<file path="config.mk">
export PLATFORM = sky130hd
export DESIGN_NAME = lsu_param
export DESIGN_NICKNAME = d
export VERILOG_FILES = /design/src/rtl/lsu_pkg.sv /design/src/rtl/lsu_addr_gen.sv /design/src/rtl/lsu_param.sv
export SDC_FILE = /design/constraint.sdc
export NUM_CORES = 1
export LEC_CHECK = 0
export ABC_CLOCK_PERIOD_IN_PS = 4400
export CAP_MARGIN = 10
export CORE_MARGIN = 1
export CORE_UTILIZATION = 51
export CTS_BUF_LIST = sky130_fd_sc_hd__clkbuf_16
export DETAILED_ROUTE_END_ITERATION = 10
export PLACE_DENSITY = 0.86
export SLEW_MARGIN = 20
export SYNTH_ARGS = -nofsm -noshare
export SYNTH_HDL_FRONTEND = slang
export SYNTH_HIERARCHICAL = 1
export SYNTH_SLANG_ARGS = --single-unit
</file>
<file path="constraint.sdc">
create_clock -name clk -period 4.4 [get_ports clk]
set_clock_uncertainty 0.1 [all_clocks]
set_input_delay 0.44 -clock clk [delete_from_list [all_inputs] [get_ports clk]]
set_output_delay 0.44 -clock clk [all_outputs]
set_load 0.01 [all_outputs]
</file>
<file path="src/rtl/lsu_pkg.sv">
// Shared state encodings, scheduler stage codes and counter widths for the
// load/store unit family.
package lsu_pkg;

  typedef enum logic [1:0] {
    LSU_IDLE       = 2'b00,
    LSU_REQUESTING = 2'b01,
    LSU_WAITING    = 2'b10,
    LSU_DONE       = 2'b11
  } lsu_state_e;

  localparam logic [2:0] CORE_REQUEST = 3'b011;
  localparam logic [2:0] CORE_UPDATE  = 3'b110;

  localparam int STALL_W = 16;

endpackage

</file>
<file path="src/rtl/lsu_addr_gen.sv">
// Combinational effective-address generator: base, optionally plus a
// sign-extended immediate, resized to the memory address width.
module lsu_addr_gen #(
  parameter int DATA_W = 8,
  parameter int ADDR_W = 8,
  parameter int OFFS_W = 4
) (
  input  logic [DATA_W-1:0] i_base,
  input  logic [OFFS_W-1:0] i_offset,
  input  logic              i_offset_en,
  output logic [ADDR_W-1:0] o_addr
);

  logic [DATA_W-1:0] w_offset_sext;
  logic [DATA_W-1:0] w_sum;

  // The sum wraps in the operand width first, then is truncated or zero-extended.
  assign w_offset_sext = DATA_W'($signed(i_offset));
  assign w_sum         = i_offset_en ? (i_base + w_offset_sext) : i_base;
  assign o_addr        = ADDR_W'(w_sum);

endmodule

</file>
<file path="src/rtl/lsu_param.sv">
// Per-thread load/store unit: issues one LDR/STR with a held valid/ready
// handshake, with optional request timeout and a saturating stall counter.
module lsu_param
  import lsu_pkg::*;
#(
  parameter int         DATA_W     = 8,
  parameter int         ADDR_W     = 8,
  parameter int         OFFS_W     = 4,
  parameter int         TIMEOUT    = 64,
  parameter logic [2:0] ST_REQUEST = CORE_REQUEST,
  parameter logic [2:0] ST_UPDATE  = CORE_UPDATE
) (
  input  logic               clk,
  input  logic               reset,
  input  logic               enable,
  input  logic [2:0]         core_state,
  input  logic               decoded_mem_read_enable,
  input  logic               decoded_mem_write_enable,
  input  logic               decoded_offset_enable,
  input  logic [OFFS_W-1:0]  decoded_offset,
  input  logic [DATA_W-1:0]  rs,
  input  logic [DATA_W-1:0]  rt,
  input  logic               mem_read_ready,
  input  logic               mem_write_ready,
  input  logic [DATA_W-1:0]  mem_read_data,
  output logic [DATA_W-1:0]  lsu_out,
  output logic [1:0]         lsu_state,
  output logic               lsu_error,
  output logic [STALL_W-1:0] stall_cycles,
  output logic               mem_read_valid,
  output logic               mem_write_valid,
  output logic [ADDR_W-1:0]  mem_read_address,
  output logic [ADDR_W-1:0]  mem_write_address,
  output logic [DATA_W-1:0]  mem_write_data
);

  localparam int TO_W = (TIMEOUT > 1) ? $clog2(TIMEOUT) : 1;

  lsu_state_e         r_state;
  lsu_state_e         w_state_nxt;
  logic [DATA_W-1:0]  r_out;
  logic               r_error;
  logic [STALL_W-1:0] r_stall;
  logic [TO_W-1:0]    r_to_cnt;
  logic               r_read_valid;
  logic               r_write_valid;
  logic [ADDR_W-1:0]  r_read_addr;
  logic [ADDR_W-1:0]  r_write_addr;
  logic [DATA_W-1:0]  r_write_data;

  logic [ADDR_W-1:0]  w_addr;
  logic               w_issue;
  logic               w_rd_acc;
  logic               w_wr_acc;
  logic               w_accept;
  logic               w_timeout;

  lsu_addr_gen #(
    .DATA_W (DATA_W),
    .ADDR_W (ADDR_W),
    .OFFS_W (OFFS_W)
  ) u_addr_gen (
    .i_base      (rs),
    .i_offset    (decoded_offset),
    .i_offset_en (decoded_offset_enable),
    .o_addr      (w_addr)
  );

  // Valids are only ever high in REQUESTING, so acceptance needs no state term.
  assign w_issue   = (r_state == LSU_IDLE) && (core_state == ST_REQUEST) &&
                     (decoded_mem_read_enable || decoded_mem_write_enable);
  assign w_rd_acc  = r_read_valid  && mem_read_ready;
  assign w_wr_acc  = r_write_valid && mem_write_ready;
  assign w_accept  = w_rd_acc || w_wr_acc;
  assign w_timeout = (TIMEOUT > 0) && (r_state == LSU_REQUESTING) && !w_accept &&
                     (r_to_cnt == TO_W'(TIMEOUT - 1));

  always_comb begin
    // NOTE: defaulting every always_comb output first means no path leaves it unassigned, so no latch is inferred.
    w_state_nxt = r_state;
    unique case (r_state)
      LSU_IDLE:       if (w_issue)                  w_state_nxt = LSU_REQUESTING;
      LSU_REQUESTING: if (w_accept || w_timeout)    w_state_nxt = LSU_WAITING;
      LSU_WAITING:    if (core_state == ST_UPDATE)  w_state_nxt = LSU_DONE;
      LSU_DONE:       if (core_state != ST_UPDATE)  w_state_nxt = LSU_IDLE;
      default:                                      w_state_nxt = LSU_IDLE;
    endcase
  end

  always_ff @(posedge clk) begin
    // NOTE: sequential state uses non-blocking assignments so every register samples pre-edge values regardless of statement order.
    if (reset)       r_state <= LSU_IDLE;
    else if (enable) r_state <= w_state_nxt;
  end

  always_ff @(posedge clk) begin
    if (reset) begin
      r_out         <= '0;
      r_error       <= 1'b0;
      r_stall       <= '0;
      r_to_cnt      <= '0;
      r_read_valid  <= 1'b0;
      r_write_valid <= 1'b0;
      r_read_addr   <= '0;
      r_write_addr  <= '0;
      r_write_data  <= '0;
    end else if (enable) begin
      if (w_issue) begin
        r_error  <= 1'b0;
        r_stall  <= '0;
        r_to_cnt <= '0;
        // Read wins when both are decoded.
        if (decoded_mem_read_enable) begin
          r_read_valid <= 1'b1;
          r_read_addr  <= w_addr;
        end else begin
          r_write_valid <= 1'b1;
          r_write_addr  <= w_addr;
          r_write_data  <= rt;
        end
      end else if (r_state == LSU_REQUESTING) begin
        if (r_stall != '1) r_stall <= r_stall + STALL_W'(1);
        r_to_cnt <= r_to_cnt + TO_W'(1);
        if (w_rd_acc) begin
          r_out        <= mem_read_data;
          r_read_valid <= 1'b0;
        end
        if (w_wr_acc) r_write_valid <= 1'b0;
        if (w_timeout) begin
          r_read_valid  <= 1'b0;
          r_write_valid <= 1'b0;
          r_error       <= 1'b1;
        end
      end
    end
  end

  assign lsu_out           = r_out;
  assign lsu_state         = r_state;
  assign lsu_error         = r_error;
  assign stall_cycles      = r_stall;
  assign mem_read_valid    = r_read_valid;
  assign mem_write_valid   = r_write_valid;
  assign mem_read_address  = r_read_addr;
  assign mem_write_address = r_write_addr;
  assign mem_write_data    = r_write_data;

endmodule

</file>
Yosys cells after proc, flatten, opt, wreduce, memory -nomap -nowiden. Cells that the tools add are included.

$add $sub $neg: 3. Equality and inequality tests: 14. Muxes and demuxes: 24. Bitwise logic cells: 2. Reduce and logical (&&, ||, !) cells: 25.

Operators by type and width (number): 2-to-1 mux 16 bit (3); adder 16 x 1 -> 16 bit, second input constant (1); != test 16 bit, second input constant (1); 2-to-1 mux 1 bit (13); 2-to-1 mux 6 bit (2); != test 2 bit, second input constant (6); AND reduction 3 bit (4); AND reduction 4 bit (3); adder 8 bit (1); 2-to-1 mux 2 bit (4); 2-to-1 mux 8 bit (1); case mux 2 bit (4 select lines) (1); adder 6 x 1 -> 6 bit, second input constant (1); == test 6 bit, second input constant (1); logical AND 1 bit (6); nonzero test 2 bit (3); nonzero test 3 bit (2); AND reduction 5 bit (1); == test 2 bit, second input constant (2); == test 3 x 2 -> 1 bit, second input constant (1); == test 3 bit, second input constant (1); logical OR 1 bit (3); != test 3 bit, second input constant (1); == test 2 x 1 -> 1 bit, second input constant (1); other kinds (4) (5).

Register bits after elaboration: 59. Logic and storage cells: 78.

Logic depth before layout (Yosys ltp). Gate-level depths: netlist of run 1.

Depth after elaboration: 8. Mapped depth: 10. Depth with buffers taken out: 10.

Cells and area by module. The synthesis of run 1 kept the hierarchy.

Modules (own cells, without submodules): lsu_param (times used 1, cells each 281, area each 2548.7 sq um, sequential area each 1181.1 sq um); lsu_addr_gen (times used 1, cells each 57, area each 445.4 sq um, sequential area each 0.0 sq um).

Least setup slack after synthesis of run 1. No wires, ideal clock.

Path kind: input to register. Start: in rs[0]. End: reg r_write_addr[6], in the netlist mem_write_address[6]. Data arrival time: 1.860 ns. Slack: 2.369 ns. Cell stages on the path: 9. Path buffers: 0. Path through: ha_1 inv_1 fa_1 nor2b_1 o31a_1 o21ai_1 o311ai_1 nand2_1 a21oi_1.

Word-level cells in the longest chain between the ends: 2.

RTL lines: from (decl) (RTL line lsu_param.sv:21) `input logic [DATA_W-1:0] rs,`; adder 8 bit (RTL line lsu_addr_gen.sv:19) `assign w_sum = i_offset_en ? (i_base + w_offset_sext) : i_base;`; 2-to-1 mux 8 bit (RTL line lsu_addr_gen.sv:19); named net w_addr[6] (RTL line lsu_param.sv:51) `logic [ADDR_W-1:0] w_addr;`; to (signal assigned) (RTL line lsu_param.sv:118) `r_write_addr <= w_addr;`; to (decl) (RTL line lsu_param.sv:48) `logic [ADDR_W-1:0] r_write_addr;`.

The timed path passes the listed nets, and every way through them passes these cells. A chain may end at the register's enable or synchronous reset.

Worst setup path after layout of run 1. Same ends and word-level chain as after synthesis.

==> results.py, run 1 <==
metrics = {
    "detailed_routing": {
        "dr.pass1.iters": 5,
        "first_iter_violations": 143,
        "drc": 0,
        "wl_per_cell_um": 14.9,
        "vias_per_cell": 5.61,
        "via_count": 2840,
        "postRouteAntennaNets": 0,
        "drt-total-wl_mm": 7.55,
    },
    "worst_setup_path": {
        "max_stage_delay_ns": 0.49,
        "cp-end-kind": "register",
        "slowest_stage": "clkdlybuf4s50_1",
        "crit_fanout": 3,
        "path_cells": "clkdlybuf4s50_1, ha_1, inv_1, fa_1, nor2b_1, o31a_1, o21ai_1, o311ai_1, nand2_1, a21oi_1",
        "cp.arrival_ns": 2.61,
        "critPathLaunchType": "input port",
        "worstSetupPathType": "in2reg",
        "critPathRequiredTime_ns": 4.55,
    },
    "place": {
        "gp_congestion": 0.816,
        "dp_hpwl_mm": 5.35,
        "port_buffers": 91,
        "placed_area_um2": 3930,
        "place_inst": 490,
    },
    "finish": {
        "fillers": 423,
        "final_cells": 506,
        "post-route-cell-area_um2": 4220,
        "layout_commonest_cell": "clkdlybuf4s50_1",
        "drive_gt1_frac": 0.0691,
        "final_cell_mix": "clkdlybuf4s50_1, dfxtp_1, nor2_1, nand2_1, a21oi_1",
        "final_util": 0.756,
        "nNetsFinal": 482,
        "syn_to_final_growth_pct": 40.8,
        "antenna_cells": 0,
    },
    "sta": {
        "hold_viol": 0,
        "slew_viol_final": 0,
        "relSlewSlack": 0.394,
        "fmax_mhz": 408,
        "finalCriticalPeriod_ns": 2.45,
        "fin_tns_setup_ns": 0,
        "tightest_slew_ns": 0.898,
        "rsz0062_at_grt": "no",
        "setup_violations": 0,
        "min_period_over_period": 0.558,
    },
    "floorplanning": {
        "fp-row-count": 27,
        "die_area_um2": 6180,
        "start_util": 0.537,
        "coreArea_um2": 5570,
        "die_x_um": 78.6,
        "pin_count": 92,
        "die_y_um": 78.6,
    },
    "logic_synthesis": {
        "async_flop_share": 0,
        "yosys_warnings": 6,
        "ys_types": 59,
        "synthCells": 338,
        "synthFlopType": "dfxtp_1",
        "synth-seq-area-share": 0.394,
        "synth_area_um2": 2990,
        "ys_seq_elements": 59,
        "syn_avg_cell_area_um2": 8.86,
        "synth-edff-count": 0,
        "synthesis.nets": 391,
    },
    "status": {
        "status": "finished, final reports clean",
    },
    "global_route": {
        "grt_pass1_wl_mm": 12.5,
        "grt_max_degree": 40,
        "grt-ovfl-total": 0,
        "grt_pass1_vias": 2775,
        "antenna_found_initial": 0,
        "track_usage": 0.262,
    },
    "power": {
        "p_total_uw": 1360,
        "p_leak_uw": 0.00169,
        "ir_drop_mv": 0.203,
        "power_density_nw_per_um2": 323,
    },
    "clock_tree": {
        "post_cts_resize_count": 0,
        "clockBufferDepth": 2,
        "cts_buffers": 9,
        "clkSlewWorstSetupHoldPaths_ns": 0.05,
        "cts-hold-fix-buffers": 0,
        "htree_num_levels": 3,
        "post_cts_buffers": 0,
        "cts_sinks": 59,
        "clockRootBuffer": "clkbuf_16",
        "cts_tree": "done",
        "clk_latency_ns": 0.32,
    },
    "flow_run": {
        "maxCapViolCount": 0,
    },
    "min_path": {
        "hold_class": "reg2reg",
    },
}
==> metrics by stage <==
| stage | worst slack [ns] | hold WS [ns] |
|---|---|---|
| 2_1_floorplan | 2.37 | 0.381 |
| 3_3_place_gp | 1.77 | 0.341 |
| 3_5_place_dp | 1.65 | 0.347 |
| 4_1_cts | 1.97 | 0.354 |
| 5_1_grt | 1.78 | 0.381 |
| 6_report | 1.95 | 0.351 |
==> layout make-up <==
cell class	count	area, µm²	area share
clock buffer	9	225	0.0534
tap	72	90.1	0.0214
timing repair buffer	92	918	0.218
inverter	8	30.0	0.00712
multi-input combinational	259	1710	0.406
clock inverter	7	60.1	0.0142
sequential	59	1180	0.280
==> synth_stat cells (2+ instances only) <==
library cell   n  share of area
a211oi_1       4          0.010
a21o_1         4          0.010
a21oi_1       24          0.040
a22oi_1        2         0.0050
and3_1        10          0.021
and4_1         3         0.0088
buf_2          3         0.0050
buf_6          3          0.011
clkbuf_1       4         0.0050
dfxtp_1       59           0.39
ha_1          13          0.054
inv_1          7         0.0088
mux2_2         2         0.0075
mux2i_1       20          0.067
nand2_1       43          0.054
nand2b_1       2         0.0042
nand3_1        8          0.013
nand3b_1       3         0.0075
nand4_1        6          0.013
nand4b_1       2         0.0059
nor2_1        43          0.054
nor2_2         2         0.0042
nor2b_1        2         0.0042
nor3_1         3         0.0050
o2111ai_1      3         0.0088
o211ai_1       3         0.0075
o21ai_0        8          0.013
o21ai_1        2         0.0033
o21bai_1       3         0.0075
or3_1          2         0.0042
xnor2_1        5          0.015
xor2_1        13          0.038
==> worst paths after layout <==
| check | end | slack (ns) | start | cells after the start |
|---|---|---|---|---|
| max | mem_write_address[6] | 1.95 | rs[0] | 10 |
| min | mem_write_address[4] | 0.35 | mem_write_address[4] | 2 |
| max reg2reg | stall_cycles[11] | 1.97 | stall_cycles[0] | 6 |
| min reg2reg | mem_write_address[4] | 0.35 | mem_write_address[4] | 2 |
==> worst max-delay path: cells and delay by family <==
| family | cells | cell delay [ns] |
|---|---|---|
| AOI/OAI and AO/OA | 4 | 0.72 |
| buffers and inverters | 2 | 0.56 |
| and+or+nand+nor | 2 | 0.26 |
| adders and majority gates | 2 | 0.63 |
==> power by group <==
part / leakage (µW) / internal, µW / switching (µW)
registers: 0.000476 / 540 / 4.24
clock network: 0.000144 / 430 / 236
logic: 0.00107 / 75.8 / 74.6
total: 0.00169 / 1050 / 314
==> cell families after synthesis <==
kind of cell             share of synthesized area
multiplexers                                0.0794
XOR/XNOR                                    0.0527
buffers and inverters                       0.0343
AO/OA/AOI/OAI                                0.152
adder cells (fa/ha/maj)                     0.0610
AND/OR/NAND/NOR                              0.226
flip-flops                                   0.394
==> state kept, by name, summed over array words and instances, names as in the netlist <==
signal,flops
mem_read_valid,1
lsu_out,8
lsu_error,1
mem_write_data,8
mem_write_address,8
mem_read_address,8
stall_cycles,16
r_to_cnt,6
lsu_state,2
mem_write_valid,1
==> metal layers <==
layer	track usage	routed length, µm	up-vias	part of all wire
met2	0.420	3590	107	0.48
met1	0.308	3210	1335	0.42
li1	-	-	1382	-
met5	0	0	-	0
met3	0.0919	595	16	0.079
met4	0.130	160	0	0.021
Power figures use the tool's default switching activity.
==> inputs of run 2 (changes only) <==
--- a/config.mk
+++ b/config.mk
@@ -5,13 +5,13 @@
 export SDC_FILE = /design/constraint.sdc
 export NUM_CORES = 1
 export LEC_CHECK = 0
-export ABC_CLOCK_PERIOD_IN_PS = 4400
+export ABC_CLOCK_PERIOD_IN_PS = 1950
 export CAP_MARGIN = 10
 export CORE_MARGIN = 1
-export CORE_UTILIZATION = 51
+export CORE_UTILIZATION = 42
 export CTS_BUF_LIST = sky130_fd_sc_hd__clkbuf_16
 export DETAILED_ROUTE_END_ITERATION = 10
-export PLACE_DENSITY = 0.86
+export PLACE_DENSITY = 0.76
 export SLEW_MARGIN = 20
 export SYNTH_ARGS = -nofsm -noshare
 export SYNTH_HDL_FRONTEND = slang
==> constraint.sdc (replaced) <==
create_clock -name clk -period 1.95 [get_ports clk]
set_clock_uncertainty 0.1 [all_clocks]
set_input_delay 0.195 -clock clk [delete_from_list [all_inputs] [get_ports clk]]
set_output_delay 0.195 -clock clk [all_outputs]
set_load 0.01 [all_outputs]
==> results.py, run 2 (synthesis results as in run 1) <==
metrics = {
    "global_route": {
        "antenna_found_initial": 0,
        "grt-ovfl-total": 0,
        "grt_max_degree": 39,
        "grt_pass1_wl_mm": 13.4,
        "track_usage": 0.230,
        "grt_pass1_vias": 2988,
    },
    "sta": {
        "min_period_over_period": 0.951,
        "finalCriticalPeriod_ns": 1.85,
        "fin_tns_setup_ns": 0,
        "relSlewSlack": 0.721,
        "tightest_slew_ns": 0.418,
        "slew_viol_final": 0,
        "setup_violations": 0,
        "hold_viol": 0,
        "rsz0062_at_grt": "no",
        "fmax_mhz": 539,
    },
    "finish": {
        "antenna_cells": 0,
        "final_cells": 570,
        "nNetsFinal": 522,
        "drive_gt1_frac": 0.192,
        "final_cell_mix": "clkdlybuf4s50_1, dfxtp_1, nand2_1, nor2_1, buf_4",
        "syn_to_final_growth_pct": 59.2,
        "fillers": 557,
        "layout_commonest_cell": "clkdlybuf4s50_1",
        "largest_reg_flops": 16,
        "seqCellArea_um2": 1180,
        "multi_input_area_um2": 1840,
    },
    "floorplanning": {
        "die_x_um": 86.4,
        "die_y_um": 86.4,
        "pin_count": 92,
        "fp-row-count": 30,
        "start_util": 0.438,
        "die_area_um2": 7470,
        "coreArea_um2": 6830,
    },
    "power": {
        "p_total_uw": 3420,
        "p_leak_uw": 0.00199,
        "switching_share": 0.215,
        "power_frac_seq": 0.358,
        "power_density_nw_per_um2": 718,
        "power.net_switching_uw": 736,
        "comb_power_share": 0.128,
        "clockPowerShare": 0.514,
        "ir_drop_mv": 0.629,
        "p_int_uw": 2690,
    },
    "clock_tree": {
        "clkSlewWorstSetupHoldPaths_ns": 0.05,
        "clk_latency_ns": 0.32,
        "cts_tree": "done",
        "cts-hold-fix-buffers": 0,
        "clockBufferDepth": 2,
        "clockRootBuffer": "clkbuf_16",
        "cts_sinks": 59,
        "cts_buffers": 9,
        "htree_num_levels": 3,
    },
    "worst_setup_path": {
        "critPathLaunchType": "register",
        "worstSetupPathType": "reg2reg",
        "crit_fanout": 4,
        "cp.arrival_ns": 1.97,
        "r2r_setup_slack_ns": 0.1,
        "cp_num_buf_inv": 2,
        "max_stage_delay_ns": 0.32,
        "slowest_stage": "dfxtp_1",
        "path_cells": "inv_2, ha_4, and4b_2, nand3_4, buf_12, a2111oi_4, xnor2_1, nor2_2",
        "cp-end-kind": "register",
        "worst_path_dominant_cell_family": "simple AND/OR/NAND/NOR gates",
        "critPathRequiredTime_ns": 2.06,
    },
    "detailed_routing": {
        "drc": 0,
        "wl_per_cell_um": 14.0,
        "via_count": 2954,
        "drt-total-wl_mm": 7.97,
        "vias_per_cell": 5.18,
        "postRouteAntennaNets": 0,
        "dr.pass1.iters": 4,
        "first_iter_violations": 85,
    },
    "status": {
        "status": "finished, final reports clean",
    },
    "place": {
        "port_buffers": 91,
        "gp_congestion": 0.921,
        "dp_hpwl_mm": 5.75,
        "place_inst": 553,
    },
    "min_path": {
        "hold_class": "in2reg",
    },
    "flow_run": {
        "maxCapViolCount": 0,
    },
}
## run 2: final cells by class
class | count | share of cell area
clock buffer | 9 | 0.0472
clock inverter | 7 | 0.0226
inverter | 8 | 0.00630
multi-input combinational | 259 | 0.386
sequential | 59 | 0.248
tap | 96 | 0.0252
timing repair buffer | 132 | 0.265
## run 2: power by group through the flow
| stage | logic [µW] | clock network (µW) | registers, µW |
|---|---|---|---|
| floorplan | 188 | 0 | 1260 |
| global placement | 388 | 0 | 1250 |
| detailed placement | 395 | 0 | 1250 |
| CTS | 409 | 1790 | 1220 |
| global route | 476 | 1840 | 1230 |
| finish | 440 | 1760 | 1230 |
## run 2: metrics by stage
stage,instance area (µm²),hold WS (ns),setup slack [ns],utilization
final,4770,0.323,0.0960,0.698
after global routing,4770,0.320,0.0106,0.698
after CTS,4660,0.314,0.000248,0.682
after detailed placement,4290,0.346,-0.432,0.628
after global placement,4290,0.342,-0.358,0.628
after floorplan,2990,0.231,0.00647,-
## run 2: worst register-to-register path, stage by stage, from the launching register on
cell and delay [ns]:
dfxtp_1 0.32, inv_2 0.08, ha_4 0.15, and4b_2 0.29, nand3_4 0.12, buf_12 0.16, a2111oi_4 0.30, xnor2_1 0.18
nor2_2 0.04
## run 2: worst paths after layout
check	cells past startpoint	startpoint	endpoint
hold / removal	3	rt[4]	mem_write_data[4]
setup / recovery	8	lsu_state[1]	stall_cycles[14]
setup reg to reg	8	lsu_state[1]	stall_cycles[14]
hold reg to reg	2	mem_write_address[7]	mem_write_address[7]
## run 2: metal layers
layer  vias to the layer above  wire length (µm)  share of wire  GRT usage
met5                         -                 0              0          0
met4                         0               114          0.014     0.0621
met3                        10               526          0.066     0.0781
met2                        95              3960           0.50      0.408
met1                      1385              3370           0.42      0.263
li1                       1464                 -              -          -
## run 2: what timing repair did
item	4_1_cts	5_1_grt
endpoints found under the hold margin	0	0
gates resized for setup	11	22
pin swaps	8	9
endpoints found under the setup margin	7	29
buffers inserted	0	1
==> inputs of run 3 (changes only) <==
--- a/config.mk
+++ b/config.mk
@@ -12,6 +12,7 @@
 export CTS_BUF_LIST = sky130_fd_sc_hd__clkbuf_16
 export DETAILED_ROUTE_END_ITERATION = 10
 export PLACE_DENSITY = 0.76
+export REMOVE_ABC_BUFFERS = 1
 export SLEW_MARGIN = 20
 export SYNTH_ARGS = -nofsm -noshare
 export SYNTH_HDL_FRONTEND = slang
==> results.py, run 3 (synthesis results as in run 1) <==
metrics = {
    "power": {
        "ir_drop_mv": 0.501,
        "power_density_nw_per_um2": 667,
        "p_leak_uw": 0.00196,
    },
    "detailed_routing": {
        "drt-total-wl_mm": 8.38,
        "wl_per_cell_um": 14.6,
        "postRouteAntennaNets": 0,
        "drc": 0,
        "dr.pass1.iters": 4,
        "vias_per_cell": 5.22,
        "via_count": 2997,
        "first_iter_violations": 138,
    },
    "floorplanning": {
        "die_x_um": 86.4,
        "die_area_um2": 7470,
        "coreArea_um2": 6830,
        "pin_count": 92,
        "fp-row-count": 30,
        "start_util": 0.438,
        "die_y_um": 86.4,
    },
    "global_route": {
        "track_usage": 0.231,
        "grt_max_degree": 39,
        "grt-ovfl-total": 0,
        "antenna_found_initial": 0,
        "grt_pass1_vias": 2971,
        "grt_pass1_wl_mm": 13.6,
    },
    "clock_tree": {
        "cts_tree": "done",
        "clkSlewWorstSetupHoldPaths_ns": 0.05,
        "cts_buffers": 9,
        "cts-hold-fix-buffers": 0,
        "clockBufferDepth": 2,
        "htree_num_levels": 3,
        "clk_latency_ns": 0.32,
        "cts_sinks": 59,
        "clockRootBuffer": "clkbuf_16",
    },
    "finish": {
        "nNetsFinal": 527,
        "post-route-cell-area_um2": 4710,
        "antenna_cells": 0,
        "multi_input_area_um2": 1830,
        "seqCellArea_um2": 1180,
        "final_cells": 574,
        "final_cell_mix": "clkdlybuf4s50_1, dfxtp_1, buf_4, nand2_1, nor2_1",
        "fillers": 559,
        "syn_to_final_growth_pct": 57.4,
        "drive_gt1_frac": 0.192,
        "layout_commonest_cell": "clkdlybuf4s50_1",
        "largest_reg_flops": 16,
    },
    "worst_setup_path": {
        "critPathRequiredTime_ns": 2.04,
        "crit_fanout": 4,
        "r2r_setup_slack_ns": 0.08,
        "reg2regPathDepth": 7,
        "cp.arrival_ns": 1.98,
        "cp-end-kind": "register",
        "cp-startpoint": "rs[6]",
        "r2r-end": "stall_cycles[14]",
        "worstSetupEndpoint": "mem_read_address[7]",
        "critPathLaunchType": "input port",
        "rr_startpoint": "lsu_state[0]",
        "worstSetupPathType": "in2reg",
    },
    "sta": {
        "setup_slack_ns": 0.0601,
        "setup_violations": 0,
        "relSlewSlack": 0.729,
        "finalCriticalPeriod_ns": 1.89,
        "slew_viol_final": 0,
        "hold_viol": 0,
        "rsz0062_at_grt": "no",
        "tightest_slew_ns": 0.406,
        "min_period_over_period": 0.969,
        "fmax_mhz": 529,
    },
    "place": {
        "placed_area_um2": 4310,
        "pre_cts_ws_ns": -0.452,
        "port_buffers": 91,
        "place_inst": 557,
        "dp_hpwl_mm": 5.85,
        "gp_congestion": 0.930,
    },
    "flow_run": {
        "maxCapViolCount": 0,
    },
    "min_path": {
        "hold_class": "in2reg",
        "worstHoldStart": "rs[2]",
    },
    "status": {
        "status": "finished, final reports clean",
    },
}
[run 3: power by group]
group / switching, µW / internal, µW / total, µW
sequential: 7.04 / 1220 / 1230
combinational: 205 / 244 / 449
clock: 512 / 958 / 1470
[run 3: worst min path at each step]
stage / cells past startpoint / to
final: 4 / mem_read_address[2]
after global routing: 4 / mem_read_address[2]
after CTS: 3 / mem_write_data[3]
after detailed placement: 2 / mem_write_address[1]
after global placement: 2 / mem_write_data[3]
after floorplan: 1 / mem_write_address[0]
[run 3: metal layers]
metal  vias up  global-route usage  part of all wire
met1      1414               0.277              0.43
met2        91               0.389              0.49
met4         0               0.105             0.024
li1       1473                   -                 -
met3        19              0.0610             0.059
met5         -                   0                 0
[run 3: metrics by stage]
step	utilization	hold WS [ns]	TNS [ns]	total power (µW)
6_report	0.690	0.287	0	3150
2_1_floorplan	-	0.164	-0.809	1420
5_1_grt	0.690	0.317	0	3260
4_1_cts	0.684	0.313	0	3140
3_5_place_dp	0.631	0.348	-4.45	1650
3_3_place_gp	0.631	0.340	-3.34	1640
[run 3: repair_timing]
action,4_1_cts,5_1_grt
pin swaps,13,4
setup buffers,2,0
setup endpoints to repair,7,25
resized for setup,18,11
[run 3: layout make-up]
class / instances / area share
multi-input combinational: 259 / 0.387
tap: 96 / 0.0255
sequential: 59 / 0.251
inverter: 8 / 0.00637
timing repair buffer: 137 / 0.272
clock inverter: 6 / 0.0106
clock buffer: 9 / 0.0478
[run 3: critical path, cell delays in order]
cell             delay [ns]
clkdlybuf4s50_1        0.45
ha_1                   0.37
and3_1                 0.22
a221oi_2               0.26
xor2_1                 0.18
o22ai_1                0.11
mux2i_1                0.14
nor2_1                 0.05
